## src/rtl/gb_cpu_common_pkg.sv

```systemverilog
// Shared CPU types: interrupt dispatch states, register file layout,
// register-pair selector and interrupt vector helpers.
package gb_cpu_common_pkg;

  localparam int         INT_NUM      = 5;
  localparam logic [7:0] INT_VEC_BASE = 8'h40;

  typedef enum logic [2:0] {
    IDLE    = 3'd0,
    WAIT    = 3'd1,
    DEC_SP  = 3'd2,
    PUSH_HI = 3'd3,
    PUSH_LO = 3'd4,
    JUMP    = 3'd5
  } int_dispatch_state_t;

  // SP is encoded as zero so an idle write port naturally points at SP.
  typedef enum logic [2:0] {
    R16_SP = 3'd0,
    R16_BC = 3'd1,
    R16_DE = 3'd2,
    R16_HL = 3'd3,
    R16_PC = 3'd4
  } regfile_r16_t;

  typedef struct packed {
    logic [7:0] a;
    logic [7:0] f;
    logic [7:0] b;
    logic [7:0] c;
    logic [7:0] d;
    logic [7:0] e;
    logic [7:0] h;
    logic [7:0] l;
    logic [7:0] sp_hi;
    logic [7:0] sp_lo;
    logic [7:0] pc_hi;
    logic [7:0] pc_lo;
  } regfile_t;

  // Restart address for interrupt source idx: 0x40, 0x48, ... 0x60.
  function automatic logic [7:0] int_vector(input logic [2:0] idx);
    return INT_VEC_BASE + {2'b00, idx, 3'b000};
  endfunction

endpackage

```

## src/rtl/gb_cpu_int_dispatch_if.sv

```systemverilog
// Memory write bus driven by the interrupt dispatcher during the PC push.
interface gb_cpu_int_dispatch_if;
  logic [15:0] bus_addr;
  logic [7:0]  bus_data;
  logic        bus_wr;

  modport master (output bus_addr, output bus_data, output bus_wr);
  modport slave  (input  bus_addr, input  bus_data, input  bus_wr);
endinterface

```

## src/rtl/gb_cpu_int_priority.sv

```systemverilog
// Fixed-priority interrupt encoder: lowest set pending bit wins.
module gb_cpu_int_priority
  import gb_cpu_common_pkg::*;
(
  input  logic [INT_NUM-1:0] pending,
  output logic               valid,
  output logic [2:0]         index,
  output logic [INT_NUM-1:0] mask
);

  // Scan from the highest bit down so the lowest set bit is the last to win.
  always_comb begin
    valid = 1'b0;
    index = 3'd0;
    mask  = '0;
    for (int i = INT_NUM - 1; i >= 0; i--) begin
      if (pending[i]) begin
        valid   = 1'b1;
        index   = 3'(i);
        mask    = '0;
        mask[i] = 1'b1;
      end
    end
  end

endmodule

```

## src/rtl/gb_cpu_int_dispatch.sv

```systemverilog
// Interrupt dispatch sequencer: waits for an enabled pending interrupt at an
// instruction boundary (or in HALT), then pushes PC onto the stack over five
// machine cycles and loads PC with the winning restart vector.
module gb_cpu_int_dispatch
  import gb_cpu_common_pkg::*;
(
  input  logic                  clk,
  input  logic                  reset,
  input  logic                  boundary,
  input  logic                  ime,
  input  logic                  halted,
  input  logic [INT_NUM-1:0]    int_enable,
  input  logic [INT_NUM-1:0]    int_flag,
  input  regfile_t              registers,
  output logic                  dispatch_active,
  output logic                  wake,
  output regfile_r16_t          idu_req,
  output logic [15:0]           idu_data,
  output logic                  idu_wren,
  output logic                  write_interrupt_vector,
  output logic [7:0]            interrupt_vector,
  gb_cpu_int_dispatch_if.master bus,
  output logic [INT_NUM-1:0]    if_ack,
  output logic                  ime_clear
);

  int_dispatch_state_t state, state_next;

  logic [INT_NUM-1:0] pending;
  logic               pend_valid;
  logic [2:0]         pend_index;
  logic [INT_NUM-1:0] pend_mask;
  logic [7:0]         vec_q;
  logic [INT_NUM-1:0] mask_q;
  logic [15:0]        sp;

  assign pending = int_enable & int_flag;
  assign sp      = {registers.sp_hi, registers.sp_lo};

  // Only SP and PC are consumed; the remaining registers are deliberately ignored.
  wire unused_regs = ^{registers.a, registers.f, registers.b, registers.c,
                       registers.d, registers.e, registers.h, registers.l};

  gb_cpu_int_priority u_priority (
    .pending (pending),
    .valid   (pend_valid),
    .index   (pend_index),
    .mask    (pend_mask)
  );

  // HALT exit is requested by any enabled pending interrupt, regardless of IME.
  assign wake            = reset & halted & (|pending);
  assign dispatch_active = (state != IDLE);

  // State register; reset forces IDLE immediately, even mid-sequence.
  always_ff @(posedge clk or negedge reset) begin
    if (!reset) state <= IDLE;
    else        state <= state_next;
  end

  // Capture the winning vector after the high-byte push, since that write
  // may have landed on IE and cancelled the request.
  always_ff @(posedge clk or negedge reset) begin
    if (!reset) begin
      vec_q  <= 8'h00;
      mask_q <= '0;
    end else if (state == PUSH_LO) begin
      vec_q  <= pend_valid ? int_vector(pend_index) : 8'h00;
      mask_q <= pend_mask;
    end
  end

  // Next-state and per-state output decode.
  always_comb begin
    state_next             = state;
    idu_req                = R16_SP;
    idu_data               = 16'h0000;
    idu_wren               = 1'b0;
    write_interrupt_vector = 1'b0;
    interrupt_vector       = 8'h00;
    bus.bus_addr           = 16'h0000;
    bus.bus_data           = 8'h00;
    bus.bus_wr             = 1'b0;
    if_ack                 = '0;
    ime_clear              = 1'b0;
    case (state)
      IDLE: begin
        if (ime && (|pending) && (boundary || halted)) state_next = WAIT;
      end
      WAIT: begin
        ime_clear  = 1'b1;
        state_next = DEC_SP;
      end
      DEC_SP: begin
        idu_data   = sp - 16'd1;
        idu_wren   = 1'b1;
        state_next = PUSH_HI;
      end
      PUSH_HI: begin
        bus.bus_addr = sp;
        bus.bus_data = registers.pc_hi;
        bus.bus_wr   = 1'b1;
        idu_data     = sp - 16'd1;
        idu_wren     = 1'b1;
        state_next   = PUSH_LO;
      end
      PUSH_LO: begin
        bus.bus_addr = sp;
        bus.bus_data = registers.pc_lo;
        bus.bus_wr   = 1'b1;
        state_next   = JUMP;
      end
      JUMP: begin
        write_interrupt_vector = 1'b1;
        interrupt_vector       = vec_q;
        if_ack                 = mask_q;
        state_next             = IDLE;
      end
      default: state_next = IDLE;
    endcase
  end

endmodule

```

## src/flat_wrapper.sv

```systemverilog
// flat-port wrapper written by rule: the top's interface ports become plain ports
module gb_cpu_int_dispatch_flat import gb_cpu_common_pkg::*;
  (clk, reset, boundary, ime, halted, int_enable, int_flag, registers, dispatch_active, wake, idu_req, idu_data, idu_wren, write_interrupt_vector, interrupt_vector, if_ack, ime_clear, bus_bus_addr, bus_bus_data, bus_bus_wr);
  gb_cpu_int_dispatch_if bus_i ();
  input  logic clk;
  input  logic reset;
  input  logic boundary;
  input  logic ime;
  input  logic halted;
  input  logic [INT_NUM-1:0] int_enable;
  input  logic [INT_NUM-1:0] int_flag;
  input  regfile_t registers;
  output logic dispatch_active;
  output logic wake;
  output regfile_r16_t idu_req;
  output logic [15:0] idu_data;
  output logic idu_wren;
  output logic write_interrupt_vector;
  output logic [7:0] interrupt_vector;
  output logic [INT_NUM-1:0] if_ack;
  output logic ime_clear;
  output wire logic [$bits(bus_i.bus_addr)-1:0] bus_bus_addr;
  output wire logic [$bits(bus_i.bus_data)-1:0] bus_bus_data;
  output wire logic [$bits(bus_i.bus_wr)-1:0] bus_bus_wr;
  assign bus_bus_addr = bus_i.bus_addr;
  assign bus_bus_data = bus_i.bus_data;
  assign bus_bus_wr = bus_i.bus_wr;
  gb_cpu_int_dispatch u_core (.clk(clk), .reset(reset), .boundary(boundary), .ime(ime), .halted(halted), .int_enable(int_enable), .int_flag(int_flag), .registers(registers), .dispatch_active(dispatch_active), .wake(wake), .idu_req(idu_req), .idu_data(idu_data), .idu_wren(idu_wren), .write_interrupt_vector(write_interrupt_vector), .interrupt_vector(interrupt_vector), .bus(bus_i), .if_ack(if_ack), .ime_clear(ime_clear));
endmodule
```

## config.mk

```make
export PLATFORM = sky130hd
export DESIGN_NAME = gb_cpu_int_dispatch_flat
export DESIGN_NICKNAME = d
export VERILOG_FILES = /design/src/rtl/gb_cpu_common_pkg.sv /design/src/rtl/gb_cpu_int_dispatch_if.sv /design/src/rtl/gb_cpu_int_priority.sv /design/src/rtl/gb_cpu_int_dispatch.sv /design/src/flat_wrapper.sv
export SDC_FILE = /design/constraint.sdc
export NUM_CORES = 1
export LEC_CHECK = 0
export BUFFER_PORTS_ARGS = -buffer_cell sky130_fd_sc_hd__buf_2
export CAP_MARGIN = 10
export CELL_PAD_IN_SITES_DETAIL_PLACEMENT = 0
export CELL_PAD_IN_SITES_GLOBAL_PLACEMENT = 1
export CORE_MARGIN = 8
export CORE_UTILIZATION = 19
export CTS_BUF_LIST = sky130_fd_sc_hd__clkbuf_16
export DETAILED_ROUTE_END_ITERATION = 6
export GPL_ROUTABILITY_DRIVEN = 0
export PLACE_DENSITY = 0.94
export SLEW_MARGIN = 20
export SYNTH_ARGS = -nofsm -noshare
export SYNTH_HDL_FRONTEND = slang
export SYNTH_SLANG_ARGS = --single-unit
export TNS_END_PERCENT = 20
```

## constraint.sdc

```tcl
create_clock -name clk -period 2.2 [get_ports clk]
set_input_delay 0 -clock clk [delete_from_list [all_inputs] [get_ports clk]]
set_output_delay 0 -clock clk [all_outputs]
set_load 0.02 [all_outputs]
```

==> out/results.txt, run 1 <==
multi-input logic area: 860.8 sq um
# rows: 29
ratio of cells with drive above 1 in the final layout: 0.4157
Mapped Area: 0.001237 sq mm
Slew Limit Fails: 0
largest family of logic cells by synthesized area: simple AND/OR/NAND/NOR gates
Final Skew: 0.002662 ns
Initial Utilization: 0.1960
FF-to-FF End: u_core.vec_q[5]
Final ANT Viol Nets: 0
Core ar.: 0.006314 sq mm
Die Span X: 96.70 um
IO Port Bufs: 101
GRT overflow: 0
R2R cell count: 4
# DRC: 0
crit path capture: bus_bus_addr[6]
Synth Area in XOR/XNOR: 0.07786
total power: 1.856 mW
Die ar.: 0.009351 sq mm
Comb pwr share: 0.609
Switch Pwr: 0.8983 mW
met1 Use GR: 0.09362
CTS tree: done
Arr. time, crit path: 2.00 ns
Post-Synthesis Cells: 169
VDD IR-drop max: 478.5 uV
WP data required: 2.20 ns
largest net degree at the start of global routing: 18
status: completed
via count: 1462
initial antenna violation count: 0
Tmin final: 2.001 ns
unrepaired setup endpoints after global routing: no
Initial DRC Count: 24
post-synth top area share: 0.2427
Max Cap Viol: 0
post-synthesis mux area share: 0
largest cells by area after synthesis: dfrtp_1, and2_1, nand2_1
number of global-route vias before repair: 1508
worst setup path start: u_core.state[1]
drt pass-1 iters: 4
worst hold slack: 0.04715 ns
H-tree depth: 1
Post-Synth Adder-Cell Area: 0.01011
FF+latch area: 300.3 sq um
Sink Count: 12
global-route wire length before repair: 6.851 mm
Final Cycle Share: 0.9093
total CTS buffers: 3
# IOs: 173
clk_lat worst skew: 0.24 ns
met3 GRT Util: 0.02134
routed wire length: 4.096 mm
flop2flop setup slack: 0.81 ns
CP Max Fanout: 17
Power Dens Cells: 988.1 mW/mm^2
sw frac: 0.4841
clock power share: 0.177
Compound-Gate Fraction of Synth Area: 0.1638
M2 GR Usage: 0.1443
fillers: 689
CP Capture Type: output pin
Slew headroom: 0.3756
Syn-to-layout area delta: 51.77%
dpl ws: 0.4330 ns
post-layout util: 0.2975
critical path type: reg2out
Hold Path Class: in2reg
slew at the pin closest to its max-slew limit: 0.9303 ns
setup ws final: 0.1995 ns
DPL Wire Length: 3.487 mm
post-cts sizing count: 0
CTS clk-pin slew, worst paths: 0.04 ns
register bit total from synthesis: 12
Mean Syn Cell Area: 7.322 sq um
critical path startpoint category: register
Routed WL per cell: 11.91 um
Leak Pwr: 1.031 nW
post-synth top area cell: dfrtp_1
Top Usage Layer GRT: met2
final setup fails: 0
final hold vios: 0
Distinct cells, synth: 40
clk buf depth: 2
Synth Area in Simple Gates: 0.4226
Die Y: 96.70 um
diodes inserted: 0
Seq/Total Area, Yosys: 0.2427
FMAX: 0.4999 GHz
Critical R2R Launch: u_core.state[1]
Synth Warn #: 0
Int Power: 0.9574 mW
Vias/cell: 4.250
gr usage total: 0.08364
root buf cell: clkbuf_16
# nets final: 380
Reg power frac: 0.214
setup TNS: 0 ns
-- worst min-delay path by stage --
stage / from / endpoint / slack [ns] / cells after the start
finish: int_flag[4] / u_core.mask_q[4] / 0.05 / 3
floorplan: reset / u_core.mask_q[0] / -0.30 / 0
detailed placement: reset / u_core.mask_q[1] / -0.11 / 1
global placement: reset / u_core.mask_q[0] / -0.11 / 1
global route: int_flag[4] / u_core.mask_q[4] / 0.08 / 3
CTS: int_flag[4] / u_core.mask_q[4] / 0.04 / 3
-- metal layers --
layer  part of all wire  wire [um]
met4              0.013         53
met2               0.47       1939
met1               0.45       1836
met5                  0          0
met3              0.065        266
-- layout make-up --
| cell class | count | area share |
|---|---|---|
| inverters | 3 | 0.005996 |
| well taps | 77 | 0.05130 |
| clock buffers | 3 | 0.03997 |
| repair buffers | 104 | 0.2825 |
| multi-input cells | 144 | 0.4584 |
| clock inverters | 1 | 0.001999 |
| flip-flops and latches | 12 | 0.1599 |
-- logic make-up after synthesis --
kind of cell    Yosys count
fa+ha+maj                 1
simple gates             96
xor+xnor                 11
flops                    12
compound gates           29
buf+inv                  19
other cells               1
-- metrics by stage --
step / std cells / area (sq um)
after floorplan: 175 / 1260
after global placement: 339 / 1789
after detailed placement: 339 / 1789
after CTS: 344 / 1878
after global routing: 344 / 1878
final: 344 / 1878
-- cells in the final DEF (no fill, tap or decap), types with 2 or more instances in the layout --
master and count:
and2_1 26, nand2_1 24, nand3_1 3, o21ai_0 6, and3_1 2, buf_2 101
a21oi_1 5, o31ai_1 2, a22o_1 8, inv_1 3, nand4b_1 2, nor4_2 2
xor2_1 8, xnor2_1 3, dfrtp_1 12, or3_1 2, nand4_1 2, nor2_1 21
nand2b_1 3, buf_4 2, conb_1 7, clkbuf_16 3
-- state kept, by name, summed over array words and instances (netlist names) --
signal / flops
u_core.mask_q: 5
u_core.vec_q: 4
u_core.state: 3
-- cells in the mapped netlist (all sizes together) --
| cell type | count |
|---|---|
| a21o | 1 |
| nand3b | 1 |
| a31oi | 1 |
| o31ai | 2 |
| a211oi | 1 |
| xnor2 | 3 |
| clkbuf | 8 |
| buf | 8 |
| nand3 | 3 |
| nor4 | 4 |
| nand4b | 2 |
| a22o | 8 |
| or3 | 2 |
| nor3b | 1 |
| nand4 | 2 |
| a32o | 1 |
| nor2 | 21 |
| conb | 1 |
| and3 | 2 |
| a22oi | 1 |
| nor3 | 1 |
| ha | 1 |
| and2 | 27 |
| nand2b | 3 |
| dfrtp | 12 |
| inv | 3 |
| or4 | 1 |
| a21oi | 5 |
| nand2 | 25 |
| a32oi | 1 |
| xor2 | 8 |
| o21ai | 7 |
| o311a | 1 |
| and3b | 1 |
-- power by group through the flow --
| stage | clock (mW) | combinational, mW | sequential [mW] |
|---|---|---|---|
| 2_1_floorplan | 0 | 0.810 | 0.357 |
| 3_3_place_gp | 0 | 1.14 | 0.398 |
| 3_5_place_dp | 0 | 1.15 | 0.403 |
| 4_1_cts | 0.336 | 1.16 | 0.398 |
| 5_1_grt | 0.345 | 1.25 | 0.417 |
| 6_report | 0.328 | 1.13 | 0.398 |
-- worst max-delay path, stage by stage, from the launching register on --
cell	delay (ns)
dfrtp_1	0.47
nand2_1	0.12
o21ai_1	0.74
and2_2	0.26
buf_2	0.16
-- repair_timing --
item	in CTS	in global routing
endpoints found under the hold margin	12	0
hold buffers	1	0
endpoints found under the setup margin	0	0
setup buffers	0	0
Power figures use the tool's default switching activity.
==> run 2, diff against run 1 <==
--- a/config.mk
+++ b/config.mk
@@ -9,12 +9,14 @@
 export CAP_MARGIN = 10
 export CELL_PAD_IN_SITES_DETAIL_PLACEMENT = 0
 export CELL_PAD_IN_SITES_GLOBAL_PLACEMENT = 1
+export CORE_ASPECT_RATIO = 0.7
 export CORE_MARGIN = 8
 export CORE_UTILIZATION = 19
 export CTS_BUF_LIST = sky130_fd_sc_hd__clkbuf_16
 export DETAILED_ROUTE_END_ITERATION = 6
 export GPL_ROUTABILITY_DRIVEN = 0
-export PLACE_DENSITY = 0.94
+export PLACE_DENSITY_LB_ADDON = 0.1
+export SETUP_SLACK_MARGIN = 0.5
 export SLEW_MARGIN = 20
 export SYNTH_ARGS = -nofsm -noshare
 export SYNTH_HDL_FRONTEND = slang
==> run 2 against run 1 <==
Clock skew down 0.0014 ns. Worst setup slack better by 0.35 ns. Die area is 0.44% higher. Critical endpoint unchanged. Final area rose by 1.0%. Non-clock buffer count unchanged.
==> out/results.txt, run 2 (synthesis gave the netlist of run 1 again) <==
# nets final: 380
# rows: 24
Core ar.: 0.006276 sq mm
Largest Register: u_core.mask_q
Hold Path Class: in2reg
Leak Pwr: 1.034 nW
final hold vios: 0
Slew headroom: 0.6524
Placed Area: 0.001790 sq mm
GRT overflow: 0
CTS tree: done
most frequent cells in the layout: buf_2, and2_1, nand2_1
VDD IR-drop max: 251.5 uV
Largest regs: u_core.mask_q: 5 flops, u_core.vec_q: 4 flops, u_core.state: 3 flops
drt pass-1 iters: 4
number of global-route vias before repair: 1613
Final Skew: 0.001253 ns
clk_lat worst skew: 0.24 ns
unrepaired setup endpoints after global routing: yes
setup TNS: 0 ns
gr usage total: 0.09903
Routed WL per cell: 13.66 um
Critical R2R Launch: u_core.state[2]
diodes inserted: 0
setup ws final: 0.5503 ns
status: completed
CTS clk-pin slew, worst paths: 0.04 ns
WP data required: 2.20 ns
commonest non-fill, non-tap cell in the layout: buf_2
H-tree depth: 1
critical path startpoint category: register
CP Max Fanout: 17
Power Dens Cells: 1001 mW/mm^2
flip-flop count of the largest register after layout: 5
total CTS buffers: 3
Die ar.: 0.009392 sq mm
design area: 0.001897 sq mm
flop2flop setup slack: 0.81 ns
Final ANT Viol Nets: 0
final setup fails: 0
critical path type: reg2out
global-route wire length before repair: 7.776 mm
Post CTS Setup Buffer Count: 0
post-layout util: 0.3022
Die Span X: 112.5 um
dpl ws: 0.3854 ns
Max Cap Viol: 0
Slew Limit Fails: 0
Tmin final: 1.650 ns
largest net degree at the start of global routing: 18
# IOs: 173
Syn-to-layout area delta: 53.29%
root buf cell: clkbuf_16
# DRC: 0
IO Port Bufs: 101
crit path capture: bus_bus_addr[6]
via count: 1468
DPL Wire Length: 3.999 mm
ratio of cells with drive above 1 in the final layout: 0.4307
initial antenna violation count: 0
Vias/cell: 4.255
routed wire length: 4.714 mm
Arr. time, crit path: 1.65 ns
FMAX: 0.6062 GHz
CP Capture Type: output pin
worst setup path start: u_core.state[1]
Final Cycle Share: 0.7499
Initial Utilization: 0.1972
Sink Count: 12
clk buf depth: 2
slew at the pin closest to its max-slew limit: 0.5202 ns
R2R cell count: 4
FF-to-FF End: u_core.vec_q[4]
Initial DRC Count: 45
Die Y: 83.52 um
run 2: cell counts in the layout (fill, tap and decap cells not counted):
Identical to the previous run, type by type.
run 2: timing repair:
action,in CTS,in global routing
hold buffers,1,0
cloned,0,0
gates resized for setup,2,3
hold endpoints to repair,12,0
endpoints found under the setup margin,18,41
run 2: worst min-delay path by stage:
stage                     cells after the start          endpoint         from
after detailed placement                      1   u_core.vec_q[3]        reset
final                                         3   u_core.vec_q[6]  int_flag[4]
after global placement                        1  u_core.mask_q[1]        reset
after floorplan                               0  u_core.mask_q[0]        reset
after global routing                          3   u_core.vec_q[6]  int_flag[4]
after CTS                                     3   u_core.vec_q[6]  int_flag[4]
run 2: through the flow:
step / power (mW) / std cells / hold slack (ns)
after floorplan: 1.167 / 175 / -0.2956
after global placement: 1.582 / 340 / -0.08798
after detailed placement: 1.568 / 340 / -0.08673
after CTS: 1.931 / 345 / 0.05821
after global routing: 2.074 / 345 / 0.07177
final: 1.898 / 345 / 0.05545
run 2: power by group:
| group | internal [mW] | switching, mW | total [mW] | leakage [nW] |
|---|---|---|---|---|
| clock | 0.239 | 0.0926 | 0.332 | 0.0385 |
| sequential | 0.316 | 0.0908 | 0.407 | 0.154 |
| combinational | 0.413 | 0.746 | 1.16 | 0.842 |
run 2: area by class of cell:
| cell class | instances | area (sq um) |
|---|---|---|
| clock buffer | 3 | 75.07 |
| timing repair buffer | 104 | 530.5 |
| inverter | 3 | 11.26 |
| clock inverter | 1 | 3.754 |
| multi-input combinational | 144 | 878.3 |
| fill | 727 | 4379 |
| sequential | 12 | 300.3 |
| tap | 78 | 97.59 |
run 2: critical path, cell delays in order (launching register included):
cell and delay, ns:
dfrtp_1 0.51, nand2_1 0.19, o21ai_4 0.35, and2_2 0.20, buf_2 0.15
run 2: layer usage:
metal	global-route usage	vias to the layer above	wire length, um
li1	-	761	-
met1	0.1173	648	2114
met2	0.1646	57	2151
met3	0.04118	2	421
met4	0.01829	0	27
met5	0	-	0
==> run 3, diff against run 2 <==
--- a/config.mk
+++ b/config.mk
@@ -11,7 +11,7 @@
 export CELL_PAD_IN_SITES_GLOBAL_PLACEMENT = 1
 export CORE_ASPECT_RATIO = 0.7
 export CORE_MARGIN = 8
-export CORE_UTILIZATION = 19
+export CORE_UTILIZATION = 18
 export CTS_BUF_LIST = sky130_fd_sc_hd__clkbuf_16
 export DETAILED_ROUTE_END_ITERATION = 6
 export GPL_ROUTABILITY_DRIVEN = 0
==> constraint.sdc (replaced) <==
create_clock -name clk -period 1.6 [get_ports clk]
set_input_delay 0 -clock clk [delete_from_list [all_inputs] [get_ports clk]]
set_output_delay 0 -clock clk [all_outputs]
set_load 0.02 [all_outputs]
==> run 3 against run 2 <==
Cell count rose by 8.4%. Global-route usage rose by 0.71 points. Sequential cell count did not move. Clock power rose by 36%. Count of clock-buffer cells in the layout did not move. Sequential share of layout area fell by 1.9 points. Via count rose by 6.4%. Total power rose by 64%. Register-to-register slack got worse by 0.48 ns. Critical path type unchanged. Critical endpoint is now bus_bus_addr[13].
==> out/results.txt, run 3 (synthesis gave the netlist of run 1 again) <==
CP cell instances: nand2_2, o21ai_4, buf_6, and2_2, buf_4
Initial Utilization: 0.1849
Hold Path Class: in2reg
WP data required: 1.60 ns
multi-input logic area: 978.4 sq um
CTS tree: done
FF-to-FF End: u_core.vec_q[4]
Power Dens Cells: 1427 mW/mm^2
DPL Wire Length: 4.155 mm
most frequent cells in the layout: buf_2, nand2_1, and2_1, buf_4, buf_6
sw frac: 0.4717
critical path startpoint category: register
number of global-route vias before repair: 1632
Tmin final: 1.410 ns
# rows: 25
Reg power frac: 0.178
Placed Area: 0.001926 sq mm
design area: 0.002186 sq mm
min-delay src: int_flag[4]
Arr. time, crit path: 1.41 ns
Final Cycle Share: 0.8813
unrepaired setup endpoints after global routing: yes
Die Span X: 115.1 um
# IOs: 173
total CTS buffers: 3
initial antenna violation count: 0
Switch Pwr: 1.472 mW
clock power share: 0.145
Slew Limit Fails: 0
diodes inserted: 0
slew at the pin closest to its max-slew limit: 0.5643 ns
GRT overflow: 0
CP delay by family, top: flip-flops
critical path type: reg2out
R2R cell count: 5
dpl ws: 0.1607 ns
CP Max Fanout: 10
commonest non-fill, non-tap cell in the layout: buf_2
CP Capture Type: output pin
Die Y: 85.37 um
hold-critical path depth: 3
root buf cell: clkbuf_16
global-route wire length before repair: 8.280 mm
final hold vios: 0
Critical R2R Launch: u_core.state[1]
CP max stage cell: dfrtp_2
setup TNS: 0 ns
Die ar.: 0.009826 sq mm
ratio of cells with drive above 1 in the final layout: 0.5464
FMAX: 0.7092 GHz
via count: 1562
Largest Register: u_core.mask_q
total power: 3.120 mW
buffers and inverters on the worst path: 2
IO Port Bufs: 101
fillers: 770
clk_lat worst skew: 0.24 ns
Leak Pwr: 1.127 nW
Core ar.: 0.006694 sq mm
# nets final: 393
flop2flop setup slack: 0.33 ns
CP peak stage delay: 0.49 ns
Routed WL per cell: 14.41 um
Max Cap Viol: 0
Final ANT Viol Nets: 0
Int Power: 1.648 mW
VDD IR-drop max: 456.6 uV
Vias/cell: 4.176
Final Skew: 0.002072 ns
Initial DRC Count: 76
gr usage total: 0.1061
final setup fails: 0
largest net degree at the start of global routing: 18
# DRC: 0
H-tree depth: 1
Comb pwr share: 0.677
Syn-to-layout area delta: 76.64%
hold path endpoint: u_core.vec_q[6]
clk buf depth: 2
status: completed
setup ws final: 0.1900 ns
Largest regs: u_core.mask_q: 5 flops, u_core.vec_q: 4 flops, u_core.state: 3 flops
CTS clk-pin slew, worst paths: 0.04 ns
flip-flop count of the largest register after layout: 5
FF+latch area: 304.0 sq um
Slew headroom: 0.6226
routed wire length: 5.391 mm
Sink Count: 12
drt pass-1 iters: 4
-- run 3: what timing repair did --
item | 4_1_cts | 5_1_grt
setup endpoints to repair | 63 | 65
cloned | 3 | 1
pin swaps | 1 | 2
hold endpoints to repair | 12 | 0
hold buffers | 1 | 0
buffers inserted | 2 | 0
gates resized for setup | 28 | 18
-- run 3: metal layers --
layer	share of wire	track usage	wire, um	vias up
li1	-	-	-	790
met1	0.48	0.1417	2601	708
met2	0.43	0.1603	2293	62
met3	0.088	0.04040	477	2
met4	0.0035	0.01425	19	0
met5	0	0	0	-
-- run 3: layout make-up --
type | count | area share
Tap cell | 94 | 0.05381
Multi-Input combinational cell | 146 | 0.4476
Timing Repair Buffer | 115 | 0.3183
Sequential cell | 12 | 0.1391
Inverter | 3 | 0.005152
Clock inverter | 1 | 0.001717
Clock buffer | 3 | 0.03434
-- run 3: worst max-delay path by stage --
stage	start	end	cells past startpoint
floorplan	registers[19]	idu_data[15]	5
global placement	u_core.state[0]	u_core.vec_q[5]	4
detailed placement	u_core.state[0]	u_core.mask_q[4]	4
CTS	u_core.state[1]	bus_bus_addr[1]	6
global route	u_core.state[1]	bus_bus_addr[3]	6
finish	u_core.state[2]	bus_bus_addr[13]	5
-- run 3: stage by stage --
step,instances,hold slack [ns],util
after floorplan,175,-0.2956,-
after global placement,363,-0.09012,0.2877
after detailed placement,363,-0.09107,0.2877
after CTS,373,0.05555,0.3166
after global routing,374,0.06535,0.3265
final,374,0.05889,0.3265
-- run 3: power groups by stage --
stage / combinational (mW) / clock, mW / sequential [mW]
final: 2.11 / 0.451 / 0.556
after global routing: 2.31 / 0.492 / 0.581
after CTS: 2.02 / 0.467 / 0.546
after detailed placement: 1.78 / 0 / 0.540
after global placement: 1.80 / 0 / 0.541
after floorplan: 1.33 / 0 / 0.493
-- run 3: worst reg2reg max path, cell delays in order, from the launching register on --
cell and delay, ns:
dfrtp_2 0.45, nor2_4 0.11, nand2_2 0.08, buf_4 0.20, a211oi_1 0.27, a21o_1 0.11
